### src/rtl/cga_vram_arbiter_if.sv
// cga_vram_arbiter_if: ISA-side bus bundle between the CPU and the CGA VRAM arbiter.
// master = CPU/bus side (address, strobes, decode, write data); slave = arbiter (read data, dir, ready).
interface cga_vram_arbiter_if;
   logic [14:0] bus_a;
   logic        bus_memr_l;
   logic        bus_memw_l;
   logic        bus_mem_cs;
   logic [7:0]  bus_d;
   logic [7:0]  bus_out;
   logic        bus_dir;
   logic        bus_rdy;

   modport master (
      output bus_a, bus_memr_l, bus_memw_l, bus_mem_cs, bus_d,
      input  bus_out, bus_dir, bus_rdy
   );

   modport slave (
      input  bus_a, bus_memr_l, bus_memw_l, bus_mem_cs, bus_d,
      output bus_out, bus_dir, bus_rdy
   );
endinterface

### src/rtl/cga_vram_arbiter.sv
// cga_vram_arbiter: shares CGA video RAM between display fetches and ISA CPU accesses.
// Ports: clk, reset_l (sync, active-low); bus (ISA slave bundle: bus_a, bus_memr_l,
// bus_memw_l, bus_mem_cs, bus_d, bus_out, bus_dir, bus_rdy); disp_req/disp_a from the
// display sequencer; ram_a/ram_we_l/ram_din/ram_dout to the RAM; cpu_grant marks
// cycles the CPU owns the RAM. Macro CGA_SNOW_EN: CPU takes the RAM immediately
// (no slot wait), reproducing original CGA snow.
module cga_vram_arbiter #(
   parameter logic [4:0] WAIT_MAX     = 5'd24,
   parameter bit         USE_BUS_WAIT = 1'b1
) (
   input  logic                      clk,
   input  logic                      reset_l,
   cga_vram_arbiter_if.slave         bus,
   input  logic                      disp_req,
   input  logic [18:0]               disp_a,
   output logic [18:0]               ram_a,
   output logic                      ram_we_l,
   input  logic [7:0]                ram_din,
   output logic [7:0]                ram_dout,
   output logic                      cpu_grant
);

   typedef enum logic [2:0] {
      IDLE,
      WAIT_SLOT,
      ACCESS,
      LATCH,
      DONE
   } state_t;

   state_t      state_q, state_d;
   logic [2:0]  memr_sync_q;
   logic [2:0]  memw_sync_q;
   logic [18:0] addr_q, addr_d;
   logic [7:0]  data_q, data_d;
   logic        wr_q, wr_d;
   logic [4:0]  wait_q, wait_d;
   logic        rdy_q, rdy_d;
   logic [7:0]  out_q, out_d;

   logic rd_fall;
   logic wr_fall;
   logic req;
   logic bus_idle;

   // [0],[1] form the synchroniser; [2] is the previous synced value for edge detect
   always_ff @(posedge clk) begin
      if (!reset_l) begin
         memr_sync_q <= 3'b111;
         memw_sync_q <= 3'b111;
      end else begin
         memr_sync_q <= {memr_sync_q[1:0], bus.bus_memr_l};
         memw_sync_q <= {memw_sync_q[1:0], bus.bus_memw_l};
      end
   end

   assign rd_fall  = memr_sync_q[2] & ~memr_sync_q[1];
   assign wr_fall  = memw_sync_q[2] & ~memw_sync_q[1];
   assign req      = bus.bus_mem_cs & (rd_fall | wr_fall);
   assign bus_idle = memr_sync_q[1] & memw_sync_q[1];

   always_ff @(posedge clk) begin
      if (!reset_l) begin
         state_q <= IDLE;
         addr_q  <= '0;
         data_q  <= '0;
         wr_q    <= 1'b0;
         wait_q  <= '0;
         rdy_q   <= 1'b1;
         out_q   <= '0;
      end else begin
         state_q <= state_d;
         addr_q  <= addr_d;
         data_q  <= data_d;
         wr_q    <= wr_d;
         wait_q  <= wait_d;
         rdy_q   <= rdy_d;
         out_q   <= out_d;
      end
   end

   always_comb begin
      state_d   = state_q;
      addr_d    = addr_q;
      data_d    = data_q;
      wr_d      = wr_q;
      wait_d    = wait_q;
      rdy_d     = rdy_q;
      out_d     = out_q;
      ram_a     = disp_a;
      ram_we_l  = 1'b1;
      ram_dout  = data_q;
      cpu_grant = 1'b0;

      unique case (state_q)
         IDLE: begin
            if (req) begin
               addr_d = {4'h0, bus.bus_a};
               data_d = bus.bus_d;
               // simultaneous strobes resolve as a write
               wr_d   = wr_fall;
               wait_d = '0;
               rdy_d  = 1'b0;
`ifdef CGA_SNOW_EN
               state_d = ACCESS;
`else
               state_d = WAIT_SLOT;
`endif
            end
         end
         WAIT_SLOT: begin
            if (bus_idle) begin
               // CPU gave up the cycle before it was served
               rdy_d   = 1'b1;
               state_d = IDLE;
            end else if (!disp_req || wait_q == WAIT_MAX) begin
               state_d = ACCESS;
            end else begin
               wait_d = wait_q + 5'd1;
            end
         end
         ACCESS: begin
            ram_a     = addr_q;
            ram_we_l  = ~wr_q;
            cpu_grant = 1'b1;
            state_d   = LATCH;
         end
         LATCH: begin
            ram_a     = addr_q;
            cpu_grant = 1'b1;
            if (!wr_q) begin
               out_d = ram_din;
            end
            rdy_d   = 1'b1;
            state_d = DONE;
         end
         DONE: begin
            if (bus_idle) begin
               state_d = IDLE;
            end
         end
         default: begin
            state_d = IDLE;
         end
      endcase
   end

   assign bus.bus_out = out_q;
   assign bus.bus_dir = bus.bus_mem_cs & ~bus.bus_memr_l;
   assign bus.bus_rdy = USE_BUS_WAIT ? rdy_q : 1'b1;

endmodule

### src/flat_wrapper.sv
// flat-port wrapper written by rule: the top's interface ports become plain ports
module cga_vram_arbiter_flat 
#(
   parameter logic [4:0] WAIT_MAX     = 5'd24,
   parameter bit         USE_BUS_WAIT = 1'b1
)
  (clk, reset_l, disp_req, disp_a, ram_a, ram_we_l, ram_din, ram_dout, cpu_grant, bus_bus_a, bus_bus_memr_l, bus_bus_memw_l, bus_bus_mem_cs, bus_bus_d, bus_bus_out, bus_bus_dir, bus_bus_rdy);
  cga_vram_arbiter_if bus_i ();
  input  logic clk;
  input  logic reset_l;
  input  logic disp_req;
  input  logic [18:0] disp_a;
  output logic [18:0] ram_a;
  output logic ram_we_l;
  input  logic [7:0] ram_din;
  output logic [7:0] ram_dout;
  output logic cpu_grant;
  input wire logic [$bits(bus_i.bus_a)-1:0] bus_bus_a;
  input wire logic [$bits(bus_i.bus_memr_l)-1:0] bus_bus_memr_l;
  input wire logic [$bits(bus_i.bus_memw_l)-1:0] bus_bus_memw_l;
  input wire logic [$bits(bus_i.bus_mem_cs)-1:0] bus_bus_mem_cs;
  input wire logic [$bits(bus_i.bus_d)-1:0] bus_bus_d;
  output wire logic [$bits(bus_i.bus_out)-1:0] bus_bus_out;
  output wire logic [$bits(bus_i.bus_dir)-1:0] bus_bus_dir;
  output wire logic [$bits(bus_i.bus_rdy)-1:0] bus_bus_rdy;
  assign bus_i.bus_a = bus_bus_a;
  assign bus_i.bus_memr_l = bus_bus_memr_l;
  assign bus_i.bus_memw_l = bus_bus_memw_l;
  assign bus_i.bus_mem_cs = bus_bus_mem_cs;
  assign bus_i.bus_d = bus_bus_d;
  assign bus_bus_out = bus_i.bus_out;
  assign bus_bus_dir = bus_i.bus_dir;
  assign bus_bus_rdy = bus_i.bus_rdy;
  cga_vram_arbiter #(.WAIT_MAX(WAIT_MAX), .USE_BUS_WAIT(USE_BUS_WAIT)) u_core (.clk(clk), .reset_l(reset_l), .bus(bus_i), .disp_req(disp_req), .disp_a(disp_a), .ram_a(ram_a), .ram_we_l(ram_we_l), .ram_din(ram_din), .ram_dout(ram_dout), .cpu_grant(cpu_grant));
endmodule
### config.mk
export PLATFORM = sky130hd
export DESIGN_NAME = cga_vram_arbiter_flat
export DESIGN_NICKNAME = d
export VERILOG_FILES = /design/src/rtl/cga_vram_arbiter_if.sv /design/src/rtl/cga_vram_arbiter.sv /design/src/flat_wrapper.sv
export SDC_FILE = /design/constraint.sdc
export NUM_CORES = 1
export LEC_CHECK = 0
export ABC_AREA = 0
export ABC_CLOCK_PERIOD_IN_PS = 2570
export CAP_MARGIN = 15
export CORE_MARGIN = 2
export CORE_UTILIZATION = 44
export DETAILED_ROUTE_END_ITERATION = 8
export PLACE_DENSITY = 0.82
export SLEW_MARGIN = 20
export SYNTH_ARGS = -nofsm -noshare
export SYNTH_HDL_FRONTEND = slang
export SYNTH_SLANG_ARGS = --single-unit
### constraint.sdc
create_clock -name clk -period 2.57 [get_ports clk]
set_input_delay 0.514 -clock clk [delete_from_list [all_inputs] [get_ports clk]]
set_output_delay 0.514 -clock clk [all_outputs]
set_load 0.02 [all_outputs]
==> reports/results.tsv, run 1 <==
metric	value	unit
grt_pass1_vias	1858	
seq_area_frac_synth	45.6	%
cp-end-kind	output port	
pwr-share-seq	49.6	%
insertion_delay	0.30	ns
area_growth	52.9	%
fin_area	3150	sq um
reg2reg_slack	0.86	ns
synth_warnings	0	
drv_slew	0	
cp_max_fo	10	
met1_usage	23.5	%
synth.area.top_cells	dfxtp_1 46%, mux2i_1 16%, nand2_1 9.1%, nor2_1 5.8%, nand2b_1 1.8%	
clk_pin_slew_worst_paths	0.08	ns
busiest_layer	met2	
critPathTopFamily	buffers and inverters	
synth_fp_nets	291	
antenna_left	0	
drive_above_1_share	5.76	%
die-height	72.5	um
n_antenna_cell	0	
cell_internal_pwr	1.18	mW
fill_cells	373	
max-clock-path-buffers	2	
worstPathCellList	nand2b_4 > clkinv_1 > buf_4 > nand2_1 > nand2_1 > clkdlybuf4s50_1	
drc	0	
htreeDepth	2	
reg2reg_to	u_core.ram_dout[0]	
grt.total_usage	20.0	%
relSlewSlack	66.1	%
power	1.53	mW
met2_usage	33.1	%
holdPathStages	1	
worst_ep_required_time	2.06	ns
clockRootBuffer	clkbuf_8	
gp_congestion	0.796	
antenna_found_initial	0	
status	finished clean	
p_leak	1.41	nW
critPathBufInv	3	
gr-total-overflow	0	
io_buffers	94	
regArea	941	sq um
rows	24	
drt_iter0_markers	67	
viasPerCell	5.03	
preCtsSetupSlack	0.305	ns
min_period	2.35	ns
io_pins	95	
synth_top_area_share	45.6	%
tightest_slew	0.502	ns
sw_frac_of_total	22.8	%
place_area	3050	sq um
postCtsSetupBuffers	0	
reg2reg_depth	5	
cts_buffers	5	
netlist-cell-type-count	36	
r2r-start	u_core.memw_sync_q[1]	
hold_end	u_core.memw_sync_q[1]	
grt_use_met3	6.67	%
synth_largest_area_cell	dfxtp_1	
first_pass_iters	4	
coreArea	4440	sq um
power_frac_clock	33.7	%
startpoint_type	register	
layout_common_cells	94 x clkdlybuf4s50_1, 50 x nand2_1, 47 x dfxtp_1	
multi_input_area	1020	sq um
wl	4.98	mm
ys_ff_latch	47	
wl_per_cell	13.0	um
ys_async_sr_fraction	0	%
cpMostUsedCell	nand2_1	
clock_skew	0.00758	ns
slowest_delay	0.60	ns
cts_tree	done	
num_vias	1920	
hold_buffers	0	
max_cap_viol_count	0	
initial_core_util	46.4	%
fin_nets	388	
hold_violations	0	
grt_pass1_wl	8.26	mm
worst_path_max_delay_cell	clkdlybuf4s50_1	
final_common_cell	clkdlybuf4s50_1	
cts.sinks	47	
fmax	425	MHz
syn_area	2060	sq um
crit_arrival	1.84	ns
power_switching	0.350	mW
hold_path_class	reg2reg	
cts-resized-gates	0	
path_class	reg2out	
die_area	5250	sq um
crit_cells	6	
synth_top_flop_cell	dfxtp_1	
synth_cells	233	
die_x	72.5	um
grt_max_degree	23	
setup_tns	0	ns
power.density	487	nW/um^2
synth_area_per_cell	8.85	sq um
combPwrFrac	16.7	%
dpl.hpwl	3.71	mm
setup_slack	0.219	ns
grt_setup_unrepaired	false	
setup_viol	0	
hold_path_startpoint	u_core.memw_sync_q[0]	
synth_edf_count	0	
fin_crit_sh	91.5	%
vdd_drop_max	0.401	mV
==> through the flow <==
step / util [%] / std cells / hold slack (ns)
after floorplan: - / 233 / 0.386
after global placement: 68.6 / 375 / 0.388
after detailed placement: 68.6 / 375 / 0.398
after CTS: 70.9 / 382 / 0.417
after global routing: 70.9 / 382 / 0.425
final: 70.9 / 382 / 0.413
==> cells in the mapped netlist, types with 2 or more instances <==
library cell and n:
nand4_1 2, and2_1 4, ha_1 2, buf_4 2, nor3_1 2, nand2_1 50
dfxtp_1 47, nand3_1 7, o21ai_0 4, clkbuf_1 5, nand3b_1 2, buf_6 3
nor2_1 32, buf_2 2, mux2i_1 32, nor2b_1 5, inv_1 3, a21o_1 3
nand2b_1 6, o211ai_1 3, o41ai_1 2
==> sequential cells by signal (all words and copies together), names as in the netlist <==
| register | count |
|---|---|
| u_core.wait_q | 5 |
| u_core.ram_dout | 8 |
| u_core.bus.bus_out | 8 |
| u_core.bus.bus_rdy | 1 |
| u_core.wr_q | 1 |
| u_core.memr_sync_q | 3 |
| u_core.addr_q | 15 |
| u_core.memw_sync_q | 3 |
| u_core.state_q | 3 |
==> layer usage <==
| metal | vias to the layer above | part of all wire [%] |
|---|---|---|
| li1 | 977 | - |
| met1 | 856 | 43 |
| met2 | 78 | 46 |
| met3 | 9 | 9.2 |
| met4 | 0 | 1.8 |
| met5 | - | 0 |
==> power by group through the flow <==
stage	Clock (mW)	Combinational [mW]	Sequential (mW)
floorplan	0	0.108	0.780
global placement	0	0.254	0.777
detailed placement	0	0.258	0.778
CTS	0.526	0.259	0.760
global route	0.546	0.279	0.764
finish	0.517	0.257	0.761
==> worst max path at each step <==
stage,from,endpoint
after detailed placement,bus_bus_mem_cs,bus_bus_dir
after CTS,u_core.state_q[1],ram_a[14]
after floorplan,u_core.state_q[2],ram_we_l
final,u_core.state_q[1],ram_a[1]
after global placement,bus_bus_mem_cs,bus_bus_dir
after global routing,u_core.state_q[1],ram_a[7]
==> kinds of logic (layout without fill, tap and decap cells) <==
kind of cell,after synthesis,count (layout),synth area share [%]
flip-flops,47,47,45.6
buffers and inverters,17,114,4.67
AND/OR/NAND/NOR,116,116,26.3
AO/OA/AOI/OAI,19,19,6.68
multiplexers,32,32,15.5
adder cells (fa/ha/maj),2,2,1.21
==> worst reg2reg max path, delay by kind of cell, from the launching register on <==
kind / cells / cell delay (ns)
AOI/OAI and AO/OA: 1 / 0.44
and+or+nand+nor: 2 / 0.17
DFF: 1 / 0.42
buffers and inverters: 1 / 0.36
muxes: 1 / 0.23
==> cell type report <==
| type | instances | area share, % |
|---|---|---|
| Multi-Input combinational cell | 169 | 32.5 |
| Timing Repair Buffer | 102 | 31.7 |
| Sequential cell | 47 | 29.8 |
| Clock buffer | 6 | 2.30 |
| Tap cell | 52 | 2.06 |
| Clock inverter | 1 | 0.952 |
| Inverter | 5 | 0.595 |
Power figures use the tool's default switching activity.
==> run 2, diff against run 1 <==
- CTS_CLUSTER_DIAMETER: not set -> 120
- SETUP_SLACK_MARGIN: not set -> 0.5
==> reports/results.tsv, run 2 (synthesis results as in run 1) <==
metric	value	unit
cp-end-kind	output port	
relSlewSlack	66.4	%
vdd_drop_max	0.402	mV
status	finished clean	
first_pass_iters	4	
postCtsSetupBuffers	0	
regArea	946	sq um
viasPerCell	5.04	
drt_iter0_markers	65	
reg2reg_slack	0.86	ns
gr-total-overflow	0	
cts-resized-gates	23	
clock_skew	0.00506	ns
initial_core_util	46.4	%
clk_pin_slew_worst_paths	0.08	ns
wl_per_cell	13.1	um
cts_buffers	5	
preCtsSetupSlack	0.305	ns
grt_max_degree	23	
cts_tree	done	
drive_above_1_share	6.36	%
met2_usage	33.2	%
final_common_cell	clkdlybuf4s50_1	
crit_arrival	1.47	ns
fin_util	70.6	%
sw_frac_of_total	23.0	%
regMostFlops	u_core.addr_q	
busiest_layer	met2	
fill_cells	373	
min_period	1.99	ns
grt_pass1_vias	1853	
setup_tns	0	ns
startpoint_type	input pin	
antenna_left	0	
clockRootBuffer	clkbuf_8	
hold_path_class	reg2reg	
fin_area	3140	sq um
hold_violations	0	
power_switching	0.351	mW
max-clock-path-buffers	2	
io_buffers	94	
crit_end	bus_bus_dir	
fin_nets	388	
die_area	5250	sq um
cp_max_fo	3	
insertion_delay	0.30	ns
die_x	72.5	um
hold_buffers	0	
p_leak	1.45	nW
largest_reg_flops	15	
rows	24	
n_antenna_cell	0	
grt_pass1_wl	8.25	mm
power.density	485	nW/um^2
multi_input_area	1020	sq um
path_class	in2out	
drv_slew	0	
worst_ep_required_time	2.06	ns
area_growth	52.2	%
setup_viol	0	
htreeDepth	2	
cts.sinks	47	
fin_crit_sh	77.3	%
gp_congestion	0.796	
pwr-share-seq	49.9	%
fmax	503	MHz
crit_start	bus_bus_mem_cs	
die-height	72.5	um
num_vias	1926	
drc	0	
combPwrFrac	16.0	%
grt_use_met3	6.67	%
reg2reg_depth	5	
coreArea	4440	sq um
io_pins	95	
setup_slack	0.583	ns
cell_internal_pwr	1.17	mW
place_area	3050	sq um
antenna_found_initial	0	
reg2reg_to	u_core.ram_dout[0]	
tightest_slew	0.497	ns
grt_setup_unrepaired	false	
dpl.hpwl	3.71	mm
wl	5.01	mm
r2r-start	u_core.memw_sync_q[1]	
max_cap_viol_count	0	
met1_usage	23.5	%
grt.total_usage	20.0	%
power_frac_clock	34.1	%
layout_common_cells	72 x clkdlybuf4s50_1, 50 x nand2_1, 45 x dfxtp_1	
-- run 2: cell types whose count changed in the layout (fill, tap and decap cells not counted), sizes merged --
cell           delta
dlymetal6s2s      +1
clkdlybuf4s50    -22
dlygate4sd2      +21
-- run 2: layout make-up --
class / instances / share of cell area [%]
repair buffers: 102 / 31.3
clock inverters: 1 / 0.957
clock buffers: 6 / 2.31
flip-flops and latches: 47 / 30.1
inverters: 5 / 0.598
well taps: 52 / 2.07
multi-input cells: 169 / 32.7
-- run 2: metrics by stage --
| step | power (mW) | hold slack, ns | instances |
|---|---|---|---|
| finish | 1.52 | 0.413 | 382 |
| global route | 1.57 | 0.425 | 382 |
| CTS | 1.53 | 0.417 | 382 |
| global placement | 1.03 | 0.388 | 375 |
| detailed placement | 1.04 | 0.398 | 375 |
| floorplan | 0.888 | 0.386 | 233 |
-- run 2: power by group through the flow --
stage / logic (mW) / clock network [mW] / registers (mW)
after floorplan: 0.108 / 0 / 0.780
after global placement: 0.254 / 0 / 0.777
after detailed placement: 0.258 / 0 / 0.778
after CTS: 0.246 / 0.526 / 0.761
after global routing: 0.265 / 0.546 / 0.763
final: 0.243 / 0.519 / 0.760
-- run 2: how the worst min path moves through the flow --
stage                                      from                     to  depth (start not counted)
after floorplan           u_core.memr_sync_q[0]  u_core.memr_sync_q[1]                          1
after global placement    u_core.memr_sync_q[0]  u_core.memr_sync_q[1]                          1
after detailed placement  u_core.memr_sync_q[0]  u_core.memr_sync_q[1]                          1
after CTS                 u_core.memr_sync_q[0]  u_core.memr_sync_q[1]                          1
after global routing      u_core.memw_sync_q[0]  u_core.memw_sync_q[1]                          1
final                     u_core.memw_sync_q[0]  u_core.memw_sync_q[1]                          1
-- run 2: routing by layer --
layer  up-vias  wire length [um]
li1        974                 -
met1       866              2180
met2        78              2300
met3         8               451
met4         0                88
met5         -                 0
-- run 2: worst max-delay path, cell delays in order --
cell and delay [ns]:
clkdlybuf4s50_1 0.49, nor2b_1 0.13, dlygate4sd2_1 0.33
==> run 3, diff against run 2 <==
- ABC_CLOCK_PERIOD_IN_PS: 2570 -> 2050
- CORE_UTILIZATION: 44 -> 41
- PLACE_DENSITY: 0.82 -> 0.77
- clock period: 2.57 -> 2.05 ns (I/O delays scaled with it)
==> reports/results.tsv, run 3 (synthesis results as in run 1) <==
metric	value	unit
reg2reg_depth	7	
hold_violations	0	
first_pass_iters	4	
antenna_left	0	
clockRootBuffer	clkbuf_8	
die_area	5610	sq um
critPathTopFamily	buffers and inverters	
gp_congestion	0.794	
grt_pass1_wl	8.95	mm
gr-total-overflow	0	
antenna_found_initial	0	
status	finished clean	
grt_max_degree	29	
setup_tns	0	ns
r2r-start	u_core.state_q[2]	
drv_slew	0	
crit_start	u_core.state_q[2]	
cp_max_fo	5	
relSlewSlack	79.6	%
fin_area	3770	sq um
hold_path_startpoint	bus_bus_memr_l	
crit_end	ram_a[0]	
insertion_delay	0.30	ns
grt_pass1_vias	1878	
clk_pin_slew_worst_paths	0.08	ns
crit_arrival	1.35	ns
vdd_drop_max	0.430	mV
crit_cells	7	
worst_ep_required_time	1.64	ns
io_buffers	94	
wl_per_cell	14.8	um
clock_skew	0.00615	ns
setup_viol	0	
power_frac_clock	34.0	%
cell_internal_pwr	1.56	mW
io_pins	95	
reg2reg_to	u_core.bus.bus_out[6]	
drt_iter0_markers	105	
fin_crit_sh	86.0	%
worst_path_max_delay_cell	dfxtp_2	
cp-end-kind	output port	
die_x	74.9	um
grt.total_usage	20.9	%
min_period	1.76	ns
reg2reg_slack	0.54	ns
viasPerCell	4.92	
wl	6.15	mm
area_growth	82.9	%
tightest_slew	0.302	ns
cts_tree	done	
layout_common_cells	53 x clkdlybuf4s50_1, 41 x dfxtp_1, 32 x nor2_1	
combPwrFrac	19.0	%
n_antenna_cell	0	
power.density	539	nW/um^2
drc	0	
fmax	567	MHz
cts_buffers	5	
p_leak	1.91	nW
final_common_cell	clkdlybuf4s50_1	
sw_frac_of_total	23.5	%
fin_nets	406	
die-height	74.9	um
place_area	3150	sq um
max-clock-path-buffers	2	
coreArea	4790	sq um
num_vias	2047	
htreeDepth	2	
regMostFlops	u_core.addr_q	
rows	25	
cts.sinks	47	
largest_reg_flops	15	
hold_buffers	0	
max_cap_viol_count	0	
cpMostUsedCell	buf_12	
drive_above_1_share	34.7	%
critPathBufInv	4	
worstPathCellList	nand2b_4 > buf_12 > clkinv_8 > buf_12 > nand2_4 > nand2_2 > buf_6	
slowest_delay	0.32	ns
path_class	reg2out	
grt_setup_unrepaired	true	
initial_core_util	43.1	%
hold_path_class	in2reg	
startpoint_type	register	
dpl.hpwl	3.59	mm
power_switching	0.477	mW
pwr-share-seq	47.0	%
## run 3: changes by cell type in the layout (fill, tap and decap cells not counted), sizes merged
| cell | previous run | this run |
|---|---|---|
| clkdlybuf4s50 | 72 | 53 |
| buf | 8 | 47 |
| dlygate4sd2 | 21 | 18 |
| clkinv | 1 | 2 |
| clkbuf | 6 | 7 |
## run 3: stage by stage
stage / std cells / util [%] / power, mW / hold slack (ns) / setup slack [ns]
floorplan: 233 / - / 1.12 / 0.386 / 0.517
global placement: 392 / 65.8 / 1.31 / 0.389 / 0.00738
detailed placement: 392 / 65.8 / 1.31 / 0.395 / 0.0208
CTS: 413 / 72.7 / 2.02 / 0.415 / 0.303
global route: 416 / 78.8 / 2.12 / 0.339 / 0.232
finish: 416 / 78.8 / 2.03 / 0.330 / 0.287
## run 3: how the worst min path moves through the flow
stage | slack, ns | cells past startpoint | endpoint
global placement | 0.39 | 1 | u_core.memr_sync_q[1]
CTS | 0.41 | 1 | u_core.memr_sync_q[1]
floorplan | 0.39 | 1 | u_core.memr_sync_q[1]
finish | 0.33 | 2 | u_core.memr_sync_q[0]
global route | 0.34 | 2 | u_core.memr_sync_q[0]
detailed placement | 0.40 | 1 | u_core.memr_sync_q[1]
## run 3: power groups by stage
stage / Combinational (mW) / Sequential (mW) / Clock [mW]
finish: 0.387 / 0.956 / 0.691
global route: 0.415 / 0.959 / 0.750
CTS: 0.359 / 0.950 / 0.716
detailed placement: 0.342 / 0.971 / 0
global placement: 0.338 / 0.970 / 0
floorplan: 0.140 / 0.978 / 0
## run 3: cell type report
type	instances	area (sq um)
clock inverters	2	35.0
clock buffers	6	82.6
flip-flops and latches	47	948
well taps	67	83.8
inverters	5	31.3
repair buffers	120	1330
multi-input cells	169	1260
fillers	326	1010
## run 3: routing by layer
metal | wire (um) | global-route usage (%)
met1 | 2490 | 26.3
met2 | 3040 | 34.6
met3 | 525 | 6.16
met4 | 90 | 6.35
met5 | 0 | 0
## run 3: timing repair
action / 4_1_cts / 5_1_grt
pin swaps: 5 / 23
setup buffers: 10 / 2
cloned: 3 / 1
endpoints found under the setup margin: 66 / 36
gates resized for setup: 168 / 67
